$ cat src/rtl/bcd4_to_bin_ctrl.sv
`default_nettype none
// ============================================================================
// Module   : bcd4_to_bin_ctrl
// Brief    : Serial BCD-to-binary converter; optional BCD_DIGIT_CHECK_EN flags digits > 9
// Revision : 1.0
// ============================================================================
module bcd4_to_bin_ctrl #(
   parameter int NDIGITS = 4
) (
   input  logic        clk,
   input  logic        rst_n,
   input  logic        start,
   input  logic [3:0]  digit,
   input  logic        digit_valid,
   output logic        digit_ready,
   output logic [13:0] result,
   output logic        result_valid,
   input  logic        result_ack,
   output logic        busy,
   output logic        error
);

   typedef enum logic [1:0] {
      S_IDLE  = 2'd0,
      S_ACCUM = 2'd1,
      S_DONE  = 2'd2
   } state_t;

   localparam logic [2:0] c_last_idx = 3'(NDIGITS - 1);

   state_t      r_state;
   logic [13:0] r_acc;
   logic [2:0]  r_cnt;
   logic        r_ready;
   logic        r_busy;
   logic        r_result_valid;

   logic [13:0] w_acc_next;
   logic        w_bad;
   logic        w_finish;

   // Product is evaluated in 14-bit context, so overflow truncates naturally.
   assign w_acc_next = (r_acc * 14'd10) + {10'd0, digit};

`ifdef BCD_DIGIT_CHECK_EN
   assign w_bad = (digit > 4'd9);
`else
   assign w_bad = 1'b0;
`endif

   assign w_finish = (r_cnt == c_last_idx) || w_bad;

   always_ff @(posedge clk or negedge rst_n) begin
      if (!rst_n) begin
         r_state        <= S_IDLE;
         r_acc          <= 14'd0;
         r_cnt          <= 3'd0;
         r_ready        <= 1'b0;
         r_busy         <= 1'b0;
         r_result_valid <= 1'b0;
      end else begin
         case (r_state)
            S_IDLE: begin
               if (start) begin
                  r_acc   <= 14'd0;
                  r_cnt   <= 3'd0;
                  r_ready <= 1'b1;
                  r_busy  <= 1'b1;
                  r_state <= S_ACCUM;
               end
            end
            S_ACCUM: begin
               if (digit_valid) begin
                  r_acc <= w_bad ? 14'd0 : w_acc_next;
                  r_cnt <= r_cnt + 3'd1;
                  if (w_finish) begin
                     r_ready        <= 1'b0;
                     r_result_valid <= 1'b1;
                     r_state        <= S_DONE;
                  end
               end
            end
            S_DONE: begin
               if (result_ack) begin
                  r_result_valid <= 1'b0;
                  r_busy         <= 1'b0;
                  r_state        <= S_IDLE;
               end
            end
            default: begin
               r_ready        <= 1'b0;
               r_busy         <= 1'b0;
               r_result_valid <= 1'b0;
               r_state        <= S_IDLE;
            end
         endcase
      end
   end

`ifdef BCD_DIGIT_CHECK_EN
   logic r_error;

   always_ff @(posedge clk or negedge rst_n) begin
      if (!rst_n) begin
         r_error <= 1'b0;
      end else if ((r_state == S_IDLE) && start) begin
         r_error <= 1'b0;
      end else if ((r_state == S_ACCUM) && digit_valid && w_bad) begin
         r_error <= 1'b1;
      end
   end

   assign error = r_error;
`else
   assign error = 1'b0;
`endif

   assign digit_ready  = r_ready;
   assign result       = r_acc;
   assign result_valid = r_result_valid;
   assign busy         = r_busy;

endmodule
`default_nettype wire

$ cat config.mk
export PLATFORM = sky130hd
export DESIGN_NAME = bcd4_to_bin_ctrl
export DESIGN_NICKNAME = d
export VERILOG_FILES = /design/src/rtl/bcd4_to_bin_ctrl.sv
export SDC_FILE = /design/constraint.sdc
export NUM_CORES = 1
export LEC_CHECK = 0
export ABC_CLOCK_PERIOD_IN_PS = 6100
export BUFFER_PORTS_ARGS = -buffer_cell sky130_fd_sc_hd__buf_4
export CAP_MARGIN = 30
export CORE_UTILIZATION = 61
export DETAILED_ROUTE_END_ITERATION = 16
export PLACE_DENSITY = 0.93
export SYNTH_ARGS = -nofsm -noshare
export SYNTH_HDL_FRONTEND = slang
export SYNTH_SLANG_ARGS = --single-unit
$ cat constraint.sdc
create_clock -name clk -period 6.1 [get_ports clk]
set_clock_uncertainty 0.1 [all_clocks]
set_input_delay 0.61 -clock clk [delete_from_list [all_inputs] [get_ports clk]]
set_output_delay 0.61 -clock clk [all_outputs]
set_load 0.01 [all_outputs]
==> metrics, run 1 <==
CP most frequent cell ha_1; Initial DRT Pass Iterations 4; Async SR Flop Fraction 100%; cell at the root of the clock tree clkbuf_4; Synth Register Bits 22; Final nets 252; most numerous cell types in the synthesized netlist ha_1, dfrtp_1, nand2_1, nor2_1, o21ai_0; summed area of non-filler cells in the final layout 2020 um^2; starting density of the core 64.8%; count of synthesis-stage warnings from yosys 0; die width 56.4 um; shortest period the worst path allows 3150 ps; Required @ worst endpoint 6200 ps; Final Max Slew Viols 0; Crit Reg-Reg Startpoint result[1]; DRC errors left 0; data arrival time of the critical path 3250 ps; total count of hold-check failures in the final report 0; fraction of final layout cells sized beyond drive strength 1 17.6%; worst-case headroom to the max-slew limit 66.7%; fillers 221; count of H-tree levels built during CTS 1; synthesized area per cell 9.29 um^2; residual overflow from global routing 0; die area 3180 um^2; Setup Buffers After CTS 0; number of setup violations in the final report 0; setup total negative slack 0 ps; Vert. Die Dim 56.4 um; CTS tree built; count of boundary I/O pins 27; number of buffers created by CTS 3; path class of the lowest-slack min-delay path in -> async; share of the yosys chip area belonging to registers 30.5%; chain of cells forming the critical path ha_1, ha_1, fa_1, a21o_1, a311o_1, nand3_1, nand4_2, o311a_1, a221o_1; cell type with the highest aggregate area in the netlist dfrtp_1; area of placed instances 1980 um^2; vias in the first global route 1314; overall track demand over capacity in global routing 24.7%; largest net degree at the start of global routing 23; Storage cell area 551 um^2; Worst setup EP type register; Cells after Synth 194; footprint of the multi-input gates 1190 um^2; combined area of all synthesized cells 1800 um^2; unrepaired setup endpoints after global routing false; CP max stage cell dfrtp_1; Yosys cell types 48; launch point of the critical path result[1]; highest clock frequency the design can meet 0.318 GHz; Port-buffer cells 25; number of violations of the max-capacitance limit 0; core region area 2780 um^2; Worst Max-Slew Pin Slew 498 ps; critical path type reg -> reg; Antenna Cells 0; clk_lat worst skew 310 ps; top cells by area, synth dfrtp_1, ha_1, xor2_1; commonest register cell after synthesis dfrtp_1; HPWL after detailed placement 2880 um; # rows 19; Post-synth EDFFs 0; largest buffer count on any clock path 2; cell with the most instances after synthesis ha_1; first-pass GRT wire length 6130 um; post-route clock period utilization 51.6%; Layout area overhead 11.9%; via count of the routed design 1496; Slowest Stage Delay on Critical Path 470 ps; final WL 3670 um; number of antenna-violating nets in the routed design 0; global placer's final weighted congestion 0.823; share of Yosys cell area claimed by the top area cell type 30.5%; Post-Synthesis Net Count 229; via/cell ratio 6.06; kind of start point of the critical path register; post-cts repair resize count 0; run status finished clean; hold bufs inserted after CTS 0; number of antenna violations at the first check in global routing 0; TritonCTS sink count 22; detailed-route wire length per cell 14.9 um; First DRT Iteration DRCs 46; worst setup slack for register-to-register paths 2950 ps; biggest fanout along the worst timing path 5; clock slew at reported path FFs 120 ps
[cells in the final DEF (no fill, tap or decap), types with 2 or more instances in the layout]
master / synthesis / routed
a21oi_1: 9 / 9
o31ai_1: 3 / 3
a22o_1: 4 / 4
nand3_1: 5 / 5
o211ai_1: 2 / 2
inv_1: 4 / 4
nor3_1: 2 / 2
dfrtp_1: 22 / 22
nor2b_1: 3 / 3
nor2_1: 17 / 17
o22ai_1: 2 / 2
clkbuf_4: 0 / 3
nand2_1: 22 / 22
xor2_1: 10 / 10
ha_1: 24 / 24
a21o_1: 3 / 3
nand2b_1: 3 / 3
a311oi_1: 2 / 2
o21ai_0: 14 / 14
buf_4: 2 / 25
nand4_1: 3 / 3
xnor2_1: 5 / 5
fa_1: 2 / 2
or2_2: 3 / 3
[worst paths after layout]
| kind | endpoint | depth (start not counted) |
|---|---|---|
| min in group clk | r_cnt[2] | 2 |
| min reg2reg | r_cnt[2] | 2 |
| max reg2reg | result[13] | 9 |
| max | result[13] | 9 |
| max in group asynchronous | result[13] | 1 |
| min | result[5] | 1 |
[worst max-delay path: cells and delay by family, from the launching register on]
kind            cells  cell delay, ps
flops               1             470
compound gates      4            1150
simple gates        2             310
fa+ha+maj           3            1010
[area by class of cell]
cell class / count / area share, %
sequential: 22 / 27.3
inverter: 4 / 0.744
tap: 31 / 1.92
clock buffer: 4 / 1.80
timing repair buffer: 25 / 9.31
multi-input combinational: 161 / 58.9
[cells by family (layout without fill, tap and decap cells)]
group	Yosys count	after routing	synth area share, %
AND/OR/NAND/NOR	64	64	17.9
AO/OA/AOI/OAI	53	53	20.2
adder cells (fa/ha/maj)	26	26	18.9
flip-flops	22	22	30.5
XOR/XNOR	16	16	8.19
buffers and inverters	11	33	3.54
other	1	1	0.208
multiplexers	1	1	0.555
[through the flow]
stage / hold WS [ps] / utilization [%] / worst slack (ps) / std cells
CTS: 65.6 / 72.5 / 2960 / 247
floorplan: 214 / - / 3110 / 194
finish: 67.0 / 72.5 / 2950 / 247
detailed placement: 388 / 71.2 / 2990 / 243
global placement: 366 / 71.2 / 3060 / 243
global route: 65.3 / 72.5 / 2800 / 247
[state kept, by name (all words and copies together), names as in the netlist]
signal        cells
r_cnt             3
busy              1
digit_ready       1
result           14
r_state           2
result_valid      1
[routing by layer]
layer	GRT usage, %	wire (um)	up-vias	part of all wire, %
met1	33.9	1760	696	48
met5	0	0	-	0
met2	38.8	1690	39	46
met4	9.41	95	0	2.6
met3	4.84	133	13	3.6
li1	-	-	748	-
Power of run 1 is left out: the tool's default activity adds up to more than one toggle a clock period on the data nets, which glitch-free logic cannot reach.
==> run 2: changes to the inputs <==
Settings changed: ABC_CLOCK_PERIOD_IN_PS 6100 to 3200, CORE_UTILIZATION 61 to 57, PLACE_DENSITY 0.93 to 0.88.
Clock period 6.1 ns to 3.2 ns, I/O delays scaled along.
==> run 2 against run 1 <==
  * Non-clock buffer count rose by 2
  * Global-route usage fell by 0.32 points
  * Die area rose by 6.8%
  * Core utilization fell by 4.9 points
  * Final cell count rose by 5.7%
  * Final area rose by 1.5%
  * Flip-flop and latch count did not move
  * Register-to-register slack got worse by 2800 ps
  * Count of clock-buffer cells in the layout fell by 1
  * Fmax rose by 2.8%
  * Wire length rose by 1.7%
  * Worst hold slack improved by 62 ps
==> metrics, run 2 (synthesis gave the netlist of run 1 again) <==
fraction of final layout cells sized beyond drive strength 1 18.4%; biggest fanout along the worst timing path 4; most used cells in the layout excluding fill and tap cells buf_4, ha_1, nand2_1, dfrtp_1, nor2_1; logic depth of the worst register-to-register path 9; Worst Max-Slew Pin Slew 538 ps; DRC errors left 0; final WL 3730 um; count of boundary I/O pins 27; number of flip-flops in the largest register 14; clk_lat worst skew 300 ps; via count of the routed design 1505; Required @ worst endpoint 3300 ps; path class of the lowest-slack min-delay path in -> reg; First DRT Iteration DRCs 25; post-route clock period utilization 95.7%; Crit Reg-Reg Startpoint result[3]; HPWL after detailed placement 2960 um; detailed-route wire length per cell 14.3 um; core region area 3030 um^2; # rows 20; die width 58.2 um; TritonCTS sink count 22; Setup Buffers After CTS 0; Port-buffer cells 25; highest clock frequency the design can meet 0.327 GHz; count of H-tree levels built during CTS 1; Worst Hold Depth 2; CTS tree built; die area 3390 um^2; vias in the first global route 1393; worst-case headroom to the max-slew limit 64.0%; global placer's final weighted congestion 0.873; number of setup violations in the final report 0; largest net degree at the start of global routing 23; most common cell after layout, fill and taps aside buf_4; via/cell ratio 5.77; overall track demand over capacity in global routing 24.4%; Initial DRT Pass Iterations 4; number of buffers created by CTS 3; run status finished clean; data arrival time of the critical path 3160 ps; setup total negative slack 0 ps; number of antenna-violating nets in the routed design 0; unrepaired setup endpoints after global routing false; number of violations of the max-capacitance limit 0; Vert. Die Dim 58.2 um; total count of hold-check failures in the final report 0; starting density of the core 59.5%; Final nets 254; Antenna Cells 0; launch point of the critical path result[3]; largest buffer count on any clock path 2; shortest period the worst path allows 3060 ps; Final Max Slew Viols 0; Worst setup EP type register; Layout area overhead 13.5%; clock slew at reported path FFs 110 ps; first-pass GRT wire length 6180 um; residual overflow from global routing 0; startpoint of the worst hold path digit[0]; cell at the root of the clock tree clkbuf_4; number of antenna violations at the first check in global routing 0; kind of start point of the critical path register; critical path type reg -> reg
-- run 2: worst paths after layout --
path | end | slack, ps
max | result[13] | 140
min | result[0] | 130
max reg2reg | result[13] | 140
min reg2reg | r_cnt[2] | 400
max in group asynchronous | r_state[0] | 2460
min in group asynchronous | r_state[1] | 330
-- run 2: layout make-up --
cell class	instances	area, um^2
multi-input combinational	161	1200
fill	270	981
sequential	22	551
timing repair buffer	27	205
tap	44	55.1
clock buffer	3	22.5
inverter	4	15.0
-- run 2: per-layer routing --
metal	vias to the layer above	share of wire [%]	track usage (%)
met5	-	0	0
met4	0	2.4	10.2
met3	8	2.4	3.57
met2	31	50	43.3
met1	709	45	29.4
li1	757	-	-
-- run 2: what timing repair did --
action | 4_1_cts | 5_1_grt
gates resized for setup | 0 | 2
hold buffers | 1 | 0
hold endpoints to repair | 22 | 0
endpoints found under the setup margin | 0 | 1
-- run 2: worst max-delay path: stages, from the launching register on --
cell	delay (ps)
dfrtp_1	450
ha_1	290
ha_1	250
fa_2	390
a21o_1	220
a311o_1	350
nand3_1	150
nand4_2	160
o311a_1	320
a221o_1	260
-- run 2: stage by stage --
stage               setup WS [ps]  utilization (%)  hold WS, ps  std cells  area, um^2
finish                        139             67.6          129        261        2050
global route                 24.0             67.6          119        261        2050
CTS                           108             67.3          123        261        2040
detailed placement            141             66.2          120        257        2000
global placement              211             66.2          119        257        2000
floorplan                     206                -        -75.6        194        1800
Power of run 2 is left out for the same reason.
